<file path="config.mk">
export PLATFORM = sky130hd
export DESIGN_NAME = bru_npc
export DESIGN_NICKNAME = d
export VERILOG_FILES = /design/src/rtl/bru_npc_pkg.sv /design/src/rtl/bru_ras.sv /design/src/rtl/bru_npc.sv
export SDC_FILE = /design/constraint.sdc
export NUM_CORES = 1
export LEC_CHECK = 0
export BUFFER_PORTS_ARGS = -buffer_cell sky130_fd_sc_hd__buf_2
export CORE_UTILIZATION = 28
export CTS_BUF_LIST = sky130_fd_sc_hd__clkbuf_8
export DETAILED_ROUTE_END_ITERATION = 10
export GPL_TIMING_DRIVEN = 1
export PLACE_DENSITY = 0.57
export SYNTH_ARGS = -nofsm -noshare
export SYNTH_HDL_FRONTEND = slang
export SYNTH_SLANG_ARGS = --single-unit
</file>
<file path="constraint.sdc">
create_clock -name i_clk -period 7.93 [get_ports i_clk]
set_clock_uncertainty 0.1 [all_clocks]
set_input_delay 0.3965 -clock i_clk [delete_from_list [all_inputs] [get_ports i_clk]]
set_output_delay 0.3965 -clock i_clk [all_outputs]
set_load 0.005 [all_outputs]
</file>
<file path="src/rtl/bru_npc_pkg.sv">
`default_nettype none
// ============================================================================
// Module      : bru_npc_pkg
// Description : Shared constants for the branch/next-PC unit: datapath width,
//               reset PC, conditional-branch funct3 codes and link registers.
// Revision    : 1.0 - initial release
// ============================================================================
package bru_npc_pkg;

    localparam int          c_cpu_width = 32;
    localparam logic [31:0] c_reset_pc  = 32'h8000_0000;

    // funct3 encodings of the RV32 conditional branches
    typedef enum logic [2:0] {
        BR_BEQ  = 3'b000,
        BR_BNE  = 3'b001,
        BR_BLT  = 3'b100,
        BR_BGE  = 3'b101,
        BR_BLTU = 3'b110,
        BR_BGEU = 3'b111
    } br_funct_e;

    // Registers that act as link registers for return-address prediction
    localparam logic [4:0] c_link_x1 = 5'd1;
    localparam logic [4:0] c_link_x5 = 5'd5;

    function automatic logic is_link(input logic [4:0] idx);
        return (idx == c_link_x1) || (idx == c_link_x5);
    endfunction

endpackage
`default_nettype wire

</file>
<file path="src/rtl/bru_ras.sv">
`default_nettype none
// ============================================================================
// Module      : bru_ras
// Description : Circular return-address stack. A push onto a full stack
//               overwrites the oldest entry; a pop from an empty stack is
//               ignored; push and pop together replace the top entry.
// Revision    : 1.0 - initial release
// ============================================================================
module bru_ras #(
    parameter int XLEN  = 32,
    parameter int DEPTH = 4
) (
    input  wire logic            i_clk,
    input  wire logic            i_rst,
    input  wire logic            i_push,
    input  wire logic            i_pop,
    input  wire logic [XLEN-1:0] i_wdata,
    output logic      [XLEN-1:0] o_top,
    output logic                 o_valid
);

    localparam int                 c_ptr_w = $clog2(DEPTH);
    localparam logic [c_ptr_w:0]   c_full  = (c_ptr_w+1)'(DEPTH);

    logic [XLEN-1:0]    r_mem [DEPTH];
    logic [c_ptr_w-1:0] r_ptr;      // next write slot; top lives at r_ptr-1
    logic [c_ptr_w:0]   r_count;    // live entries, saturates at DEPTH
    logic [c_ptr_w-1:0] w_top_idx;
    logic               w_empty;

    assign w_top_idx = r_ptr - 1'b1;
    assign w_empty   = (r_count == '0);
    assign o_valid   = ~w_empty;
    assign o_top     = w_empty ? '0 : r_mem[w_top_idx];

    // Stack pointer, occupancy and entry storage
    always_ff @(posedge i_clk) begin
        if (i_rst) begin
            r_ptr   <= '0;
            r_count <= '0;
            for (int i = 0; i < DEPTH; i++) begin
                r_mem[i] <= '0;
            end
        end else if (i_push && i_pop && !w_empty) begin
            r_mem[w_top_idx] <= i_wdata;
        end else if (i_push) begin
            r_mem[r_ptr] <= i_wdata;
            r_ptr        <= r_ptr + 1'b1;
            if (r_count != c_full) begin
                r_count <= r_count + 1'b1;
            end
        end else if (i_pop && !w_empty) begin
            r_ptr   <= r_ptr - 1'b1;
            r_count <= r_count - 1'b1;
        end
    end

endmodule
`default_nettype wire

</file>
<file path="src/rtl/bru_npc.sv">
`default_nettype none
// ============================================================================
// Module      : bru_npc
// Description : Branch/next-PC unit. Owns the PC, resolves conditional
//               branches and jal/jalr targets, detects misaligned targets
//               (sticky fault), drives a return-address stack and keeps
//               branch statistics counters.
// Revision    : 1.0 - initial release
// ============================================================================
module bru_npc
    import bru_npc_pkg::*;
#(
    parameter int              XLEN      = c_cpu_width,
    parameter logic [XLEN-1:0] RESET_PC  = c_reset_pc,
    parameter int              RAS_DEPTH = 4,
    parameter int              CNT_W     = 32,
    parameter bit              IALIGN16  = 1'b0
) (
    input  wire logic             i_clk,
    input  wire logic             i_rst,
    input  wire logic             i_valid,
    input  wire logic             i_stall,
    input  wire logic             i_idu_jal,
    input  wire logic             i_idu_jalr,
    input  wire logic             i_idu_brch,
    input  wire logic [2:0]       i_funct3,
    input  wire logic [4:0]       i_rs1_idx,
    input  wire logic [4:0]       i_rd_idx,
    input  wire logic [XLEN-1:0]  i_rs1,
    input  wire logic [XLEN-1:0]  i_rs2,
    input  wire logic [XLEN-1:0]  i_imm,
    input  wire logic [XLEN-1:0]  i_alu_out,
    output logic      [XLEN-1:0]  o_pc,
    output logic      [XLEN-1:0]  o_next_pc,
    output logic                  o_taken,
    output logic                  o_misalign,
    output logic                  o_fault,
    output logic      [XLEN-1:0]  o_ras_pred,
    output logic                  o_ras_valid,
    output logic      [CNT_W-1:0] o_br_cnt,
    output logic      [CNT_W-1:0] o_br_taken_cnt,
    output logic      [CNT_W-1:0] o_ras_miss_cnt
);

    logic [XLEN-1:0]  r_pc;
    logic             r_fault;
    logic [CNT_W-1:0] r_br_cnt;
    logic [CNT_W-1:0] r_br_taken_cnt;
    logic [CNT_W-1:0] r_ras_miss_cnt;

    logic             w_is_jal, w_is_jalr, w_is_br;
    logic             w_br_cond;
    logic [XLEN-1:0]  w_seq, w_jalr_tgt, w_br_tgt, w_target;
    logic             w_en, w_upd;
    logic             w_push, w_pop, w_miss;

    // Decode flags are exclusive; priority still resolves jal > jalr > branch
    assign w_is_jal  = i_idu_jal;
    assign w_is_jalr = i_idu_jalr & ~i_idu_jal;
    assign w_is_br   = i_idu_brch & ~i_idu_jal & ~i_idu_jalr;

    assign w_seq      = r_pc + XLEN'(4);
    assign w_jalr_tgt = {i_alu_out[XLEN-1:1], 1'b0};
    assign w_br_tgt   = r_pc + i_imm;

    // Conditional-branch comparison; reserved funct3 codes never branch
    always_comb begin
        w_br_cond = 1'b0;
        case (i_funct3)
            BR_BEQ:  w_br_cond = (i_rs1 == i_rs2);
            BR_BNE:  w_br_cond = (i_rs1 != i_rs2);
            BR_BLT:  w_br_cond = ($signed(i_rs1) <  $signed(i_rs2));
            BR_BGE:  w_br_cond = ($signed(i_rs1) >= $signed(i_rs2));
            BR_BLTU: w_br_cond = (i_rs1 <  i_rs2);
            BR_BGEU: w_br_cond = (i_rs1 >= i_rs2);
            default: w_br_cond = 1'b0;
        endcase
    end

    // Target select and next-PC mux
    always_comb begin
        w_target = w_seq;
        o_taken  = 1'b0;
        if (w_is_jal) begin
            w_target = i_alu_out;
            o_taken  = 1'b1;
        end else if (w_is_jalr) begin
            w_target = w_jalr_tgt;
            o_taken  = 1'b1;
        end else if (w_is_br && w_br_cond) begin
            w_target = w_br_tgt;
            o_taken  = 1'b1;
        end
    end

    assign o_next_pc  = w_target;
    // jalr clears bit 0 itself, so only jal/branch can be odd
    assign o_misalign = o_taken &
                        ((~IALIGN16 & w_target[1]) | ((w_is_jal | w_is_br) & w_target[0]));

    assign w_en  = i_valid & ~i_stall & ~r_fault;
    assign w_upd = w_en & ~o_misalign;

    // A jalr that both links and returns through the same register is a call only
    assign w_push = w_upd & (w_is_jal | w_is_jalr) & is_link(i_rd_idx);
    assign w_pop  = w_upd & w_is_jalr & is_link(i_rs1_idx) &
                    ~(is_link(i_rd_idx) & (i_rs1_idx == i_rd_idx));
    assign w_miss = w_pop & (~o_ras_valid | (w_jalr_tgt != o_ras_pred));

    bru_ras #(
        .XLEN  (XLEN),
        .DEPTH (RAS_DEPTH)
    ) u_ras (
        .i_clk   (i_clk),
        .i_rst   (i_rst),
        .i_push  (w_push),
        .i_pop   (w_pop),
        .i_wdata (w_seq),
        .o_top   (o_ras_pred),
        .o_valid (o_ras_valid)
    );

    // PC register and sticky misalign fault
    always_ff @(posedge i_clk) begin
        if (i_rst) begin
            r_pc    <= RESET_PC;
            r_fault <= 1'b0;
        end else if (w_en) begin
            if (o_misalign) begin
                r_fault <= 1'b1;
            end else begin
                r_pc <= o_next_pc;
            end
        end
    end

    // Branch and return-prediction statistics, frozen on a faulting cycle
    always_ff @(posedge i_clk) begin
        if (i_rst) begin
            r_br_cnt       <= '0;
            r_br_taken_cnt <= '0;
            r_ras_miss_cnt <= '0;
        end else if (w_upd) begin
            if (w_is_br) begin
                r_br_cnt <= r_br_cnt + 1'b1;
            end
            if (w_is_br && w_br_cond) begin
                r_br_taken_cnt <= r_br_taken_cnt + 1'b1;
            end
            if (w_miss) begin
                r_ras_miss_cnt <= r_ras_miss_cnt + 1'b1;
            end
        end
    end

    assign o_pc           = r_pc;
    assign o_fault        = r_fault;
    assign o_br_cnt       = r_br_cnt;
    assign o_br_taken_cnt = r_br_taken_cnt;
    assign o_ras_miss_cnt = r_ras_miss_cnt;

endmodule
`default_nettype wire

</file>
**After elaboration in Yosys (flattened, before gate mapping)**

Memories as Yosys holds them, arrays and structs flattened.
Index checks and enable logic that the tools add are counted.

- Bitwise logic cells: 27
- Equality and inequality tests: 15
- $add $sub $neg: 9
- Mux-type cells: 28
- Shifts and indexed selects: 0
- Order comparisons: 4
- Divide/modulo/power cells: 0
- Reductions and logical operators: 19
- Multipliers: 0

Operators by type and width:

| cell | count |
|---|---|
| two-way mux 32 bit | 6 |
| adder 32 x 1 -> 32 bit, second input constant | 3 |
| >= comparator 32 bit | 2 |
| less-than comparator 32 bit | 2 |
| inequality test 32 bit | 2 |
| OR reduction 32 bit | 2 |
| adder 32 x 3 -> 32 bit, second input constant | 1 |
| adder 32 bit | 1 |
| == test 32 bit | 1 |
| bitwise AND 1 bit | 15 |
| two-way mux 1 bit | 14 |
| == test 3 bit, second input constant | 4 |
| AND reduction 2 bit | 6 |
| == test 5 x 1 -> 1 bit, second input constant | 2 |
| == test 5 x 3 -> 1 bit, second input constant | 2 |
| two-way mux 3 bit | 3 |
| two-way mux 2 bit | 4 |
| NOT 1 bit | 8 |
| logical NOT 3 bit | 2 |
| case mux 1 bit (6 select lines) | 1 |
| == test 5 bit | 1 |
| logical AND 1 bit | 4 |
| OR 1 bit | 4 |
| adder 3 x 1 -> 3 bit, second input constant | 1 |
| other kinds (10) | 11 |

- Register bits: 134
- RAM bits: 128
- Memories kept: 1
- Bits in read-only memories: 0
- Input bits: 148
- Output and inout bits: 196
- Bits in latches: 0

Memory list:

| memory | words | width | rd ports | clocked after memory_dff | wr ports | line | RTL |
|---|---|---|---|---|---|---|---|
| u_ras.r_mem | 4 | 32 | 1 | 0 | 4 | bru_ras.sv:25 | `logic [XLEN-1:0] r_mem [DEPTH];` |

**Depth between registers and ports, before layout**

- Depth after elaboration: 23
- Depth in mapped cells: 15
- Depth with buffers taken out: 12

**Modules after synthesis**

Synthesis repeated with hierarchy kept, for this count alone.

- Cell total of the unflattened synthesis: 1694
- Area total of the unflattened synthesis: 15496.1 um2

By module, submodules not included:

| module | cells an instance | area an instance (um2) | instances |
|---|---|---|---|
| bru_npc | 1272 | 9582.9 | 1 |
| bru_ras | 422 | 5913.2 | 1 |

**Worst setup path before layout**

Ideal clock, no wire load.

- Kind: input to register
- Start point: input port i_rs1_idx[1]
- End point: memory u_ras.r_mem[3][0], enable pin
- Stages: 6
- Library setup time: 0.466 ns
- Buffers on the path: 1
- Data required time: 7.364 ns
- Arrival time: 4.071 ns
- Slack: 3.293 ns
- Cell sequence: nand4bb_1 > a2111oi_0 > and2_1 > clkbuf_1 > a21oi_1 > o21ai_0

RTL lines:

| item | line | RTL |
|---|---|---|
| from (decl) | bru_npc.sv:27 | `input wire logic [4:0] i_rs1_idx,` |
| to (decl) | bru_ras.sv:25 |  |

**Final worst setup path**

- Start point: register u_ras.r_ptr[0]
- End point: register r_ras_miss_cnt[26] (netlist: o_ras_miss_cnt[26])

- Word-level cells in the longest chain between the ends: 7

Ends and longest elaborated chain:

| item | line | RTL |
|---|---|---|
| from (decl) | bru_ras.sv:26 | `logic [c_ptr_w-1:0] r_ptr;` |
| from (signal assigned) | bru_ras.sv:48 | `r_ptr <= r_ptr + 1'b1;` |
| from (signal assigned) | bru_ras.sv:53 | `r_ptr <= r_ptr - 1'b1;` |
| subtractor 2 x 1 -> 2 bit | bru_ras.sv:31 | `assign w_top_idx = r_ptr - 1'b1;` |
| memory (4 x 32 bit) | - |  |
| two-way mux 32 bit | bru_ras.sv:34 | `assign o_top = w_empty ? '0 : r_mem[w_top_idx];` |
| inequality test 32 bit | bru_npc.sv:108 | `assign w_miss = w_pop & (~o_ras_valid \| (w_jalr_tgt != o_ras_pred));` |
| OR 1 bit | bru_npc.sv:108 |  |
| bitwise AND 1 bit | bru_npc.sv:108 |  |
| AND reduction 2 bit (no source line) | - |  |
| to (signal assigned) | bru_npc.sv:151 | `r_ras_miss_cnt <= r_ras_miss_cnt + 1'b1;` |
| to (decl) | bru_npc.sv:49 | `logic [CNT_W-1:0] r_ras_miss_cnt;` |

Every way passes these cells.
A chain may end at the register's enable or synchronous reset.

==> impl_summary.txt <==
----------------------------------------------------
[Status]
  Status ... finished clean

[Floorplanning]
  Chip Width ... 238.8 um
  Row count ... 86
  Area enclosed by the die boundary ... 0.05702 mm2
  I/O Pins ... 344
  CORE AREA ... 0.05520 mm2
  Effective utilization at floorplan ... 28.44%
  Die Ht ... 238.8 um

[Synthesis]
  EDFF count, synth ... 128
  Post-Synthesis Net Count ... 1923
  Post-synth cell types ... 85
  Average instance area after synthesis ... 9.203 um2
  Asr flop ratio synth ... 0%
  Most common flop cell mapped by yosys ... dfxtp_1
  Synthesis Warnings ... 0
  Post-Syn Instances ... 1706
  Cell area after synthesis ... 0.01570 mm2
  #FFs+latches synth ... 262
  Sequential area share after synthesis ... 41.57%

[Clock tree]
  Post_cts resized ... 0
  Clock sinks ... 262
  Maximum level of the CTS H-tree ... 2
  Maximum count of clock buffers along a single path ... 3
  TritonCTS clock tree ... done
  Cell at the root of the clock tree ... clkbuf_8
  # Post-CTS Setup Buffers ... 0
  Insertion delay of the later-clocked pin in the worst-skew pair ... 0.62 ns
  CTS buffer count ... 48
  Number of buffers added to fix hold violations after cts ... 0
  Clock-pin transition on the worst setup and hold timing paths ... 0.06 ns

[Setup path]
  Reg2Reg Depth ... 11
  Worst reg2reg setup slack ... 2.82 ns
  Startpoint class of the critical path ... flop
  Crit path kind ... flop to flop
  Worst-path maximum fanout ... 32
  Worst endpoint required time ... 8.29 ns
  Critical path arrival ... 5.47 ns
  Kind of end point of the critical path ... flop

[Route]
  Violation count after the first detailed-route iteration ... 1039
  First-pass iteration count of the detailed router ... 5
  # DRC ... 0
  Total via count in the routed design ... 14566
  Overall routed net length ... 58780 um
  Average vias per placed instance ... 5.154
  Antenna-violating nets left ... 0
  Post-DR wirelength/cell ... 20.80 um

[Final layout]
  Number of nets at the end of the flow ... 2257
  Synthesis-to-finish area growth ... 22.26%
  Share of layout cells above drive strength 1 ... 24.67%
  Final non-filler cell area ... 0.01919 mm2
  Number of fill cells ... 5671
  Final core occ ... 34.77%
  Sequential standard cell area ... 0.006529 mm2
  Combined area of the multi-input logic cells ... 0.008556 mm2

[STA]
  Final Worst Setup Slack ... 2.824 ns
  Fin. Hold Viols ... 0
  Max-slew violations ... 0
  Setup tns final ... 0 ns
  RSZ-0062 raised after global routing ... no
  Max Clock Freq ... 0.1958 GHz
  Tcrit/Tclk final ... 64.39%
  Max-Slew Margin vs Limit ... 24.40%
  Worst-Margin Slew ... 1.134 ns
  Min cycle time layout ... 5.106 ns
  Number of setup violations in the final report ... 0

[Global routing]
  Total global routing overflow ... 0
  Vias in the first global route ... 13842
  Total GRT Usage ... 19.98%
  Initial antenna violation count ... 8
  Wire length of the first global-routing pass ... 85680 um
  Maximum number of pins on one net before global-route repair ... 50

[Hold path]
  Hold Path Depth ... 2
  Class of the worst hold path ... input port to flop

[Job]
  Maximum Capacitance Violations ... 0

[Power]
  Maximum vdd ir drop ... 0.07763 mV
  Cell internal pwr ... 2361 uW
  Pwr Total ... 3247 uW
  Net Sw Frac ... 27.29%
  Clock group share of total power ... 42.1%
  Part of the power in combinational logic ... 12.6%
  Power per Cell Area ... 169.2 mW/mm2
  Power share of the sequential group ... 45.3%
  Leakage power of the design ... 0.007811 uW
  Net switching power ... 886.2 uW

[Placed design]
  Weighted congestion reported at the end of routability-driven placement ... 0.9039
  Standard cell area after detailed placement ... 0.01819 mm2
  # port buffers ... 343
  Worst Setup Slack post-DPL ... 2.787 ns
  Total half-perimeter wirelength after legalization and detailed placement ... 44620 um

----------------------------------------------------
==> state kept, by name (all words and copies together), names as in the netlist <==
name,count
o_fault,1
u_ras.r_ptr,2
o_br_taken_cnt,32
u_ras.r_mem,128
u_ras.r_count,3
o_ras_miss_cnt,32
o_br_cnt,32
o_pc,32
==> logic make-up (layout without fill, tap and decap cells) <==
group           after synthesis  count (layout)  share of synthesized area (%)
simple gates                706             706                          21.92
compound gates              314             314                          13.31
flops                       262             262                          41.57
buf+inv                     161             530                          4.136
xor+xnor                    133             133                          7.420
fa+ha+maj                    69              69                          5.595
mux                          61              61                          6.057
other cells                   0               3                              0
==> power by group through the flow <==
stage	Combinational (uW)	Sequential [uW]	Clock, uW
finish	409	1470	1370
global route	446	1470	1450
CTS	409	1470	1390
detailed placement	407	1500	0
global placement	400	1500	0
floorplan	228	1490	0
==> worst paths after layout <==
| check | startpoint | endpoint |
|---|---|---|
| worst max register to register | u_ras.r_ptr[0] | o_ras_miss_cnt[26] |
| worst max-delay path | u_ras.r_ptr[0] | o_ras_miss_cnt[26] |
| worst min-delay path | i_rst | o_br_taken_cnt[2] |
| worst min register to register | o_br_taken_cnt[24] | o_br_taken_cnt[24] |
==> layout make-up <==
cell class	count	area share (%)
diodes	3	0.03911
clock buffers	55	3.944
clock inverters	30	1.232
inverters	83	1.623
multi-input cells	1283	44.57
flip-flops and latches	262	34.01
well taps	748	4.876
repair buffers	362	9.700
==> routing by layer <==
layer | global-route usage [%] | vias to the layer above | part of all wire, %
met5 | 0 | - | 0.12
met4 | 7.362 | 10 | 3.2
met3 | 5.069 | 107 | 8.2
met2 | 32.77 | 581 | 47
met1 | 25.21 | 7032 | 41
li1 | - | 6836 | -
==> critical path, cell delays in order (launching register included) <==
cell	delay, ns
dfxtp_2	0.61
buf_4	0.49
mux4_2	0.60
xnor2_1	0.19
o2111ai_1	0.15
a2111oi_0	0.32
nand4_1	0.19
o41ai_1	0.86
or4_1	0.98
nor3_1	0.17
xnor2_1	0.24
nor2_1	0.05
==> synth_stat cells, types with 6 or more instances <==
library cell | count | area [um2]
and3_1 | 22 | 137.6
nor4_1 | 27 | 168.9
nor2_1 | 301 | 1130
mux2i_1 | 23 | 230.2
dfxtp_1 | 134 | 2683
buf_2 | 18 | 90.09
nand2b_1 | 8 | 50.05
xnor2_1 | 82 | 718.2
a21oi_1 | 90 | 450.4
a31o_2 | 6 | 52.55
nor2b_1 | 10 | 62.56
o21ai_0 | 77 | 385.4
o41ai_1 | 8 | 70.07
a22oi_1 | 8 | 60.06
or3_1 | 23 | 143.9
or2_2 | 8 | 50.05
nor3_1 | 22 | 110.1
and4_1 | 17 | 148.9
inv_1 | 83 | 311.6
ha_1 | 67 | 838.3
edfxtp_1 | 128 | 3844
xor2_1 | 51 | 446.7
a21o_1 | 12 | 90.09
o21a_1 | 8 | 60.06
mux2_2 | 12 | 135.1
o211ai_1 | 6 | 45.04
a2111oi_0 | 7 | 61.31
and2_1 | 36 | 225.2
nand4_1 | 42 | 262.8
mux4_2 | 26 | 585.6
o21bai_1 | 7 | 52.55
clkbuf_1 | 51 | 191.4
nand2_1 | 111 | 416.7
nand3_1 | 50 | 250.2
a211oi_1 | 12 | 90.09
a22o_1 | 17 | 148.9
==> through the flow <==
step           cells  hold WS [ns]
3_5_place_dp    2738        0.3876
4_1_cts         2823       0.04958
2_1_floorplan   1706        0.3716
3_3_place_gp    2738        0.3839
6_report        2826        0.1138
5_1_grt         2825       0.09640
==> cells in the final DEF, fill, tap and decap left out, drive strengths merged, types with 24 or more instances in the layout <==
master	count
dfxtp	134
nor2	301
nor4	31
nor3	24
o21ai	78
ha	67
xor2	51
clkbuf	55
buf	362
or3	24
mux4	26
edfxtp	128
inv	99
xnor2	82
and2	36
nand4	43
a21oi	90
nand2	111
nand3	51
No activity file was read; power rests on OpenSTA's default activity.
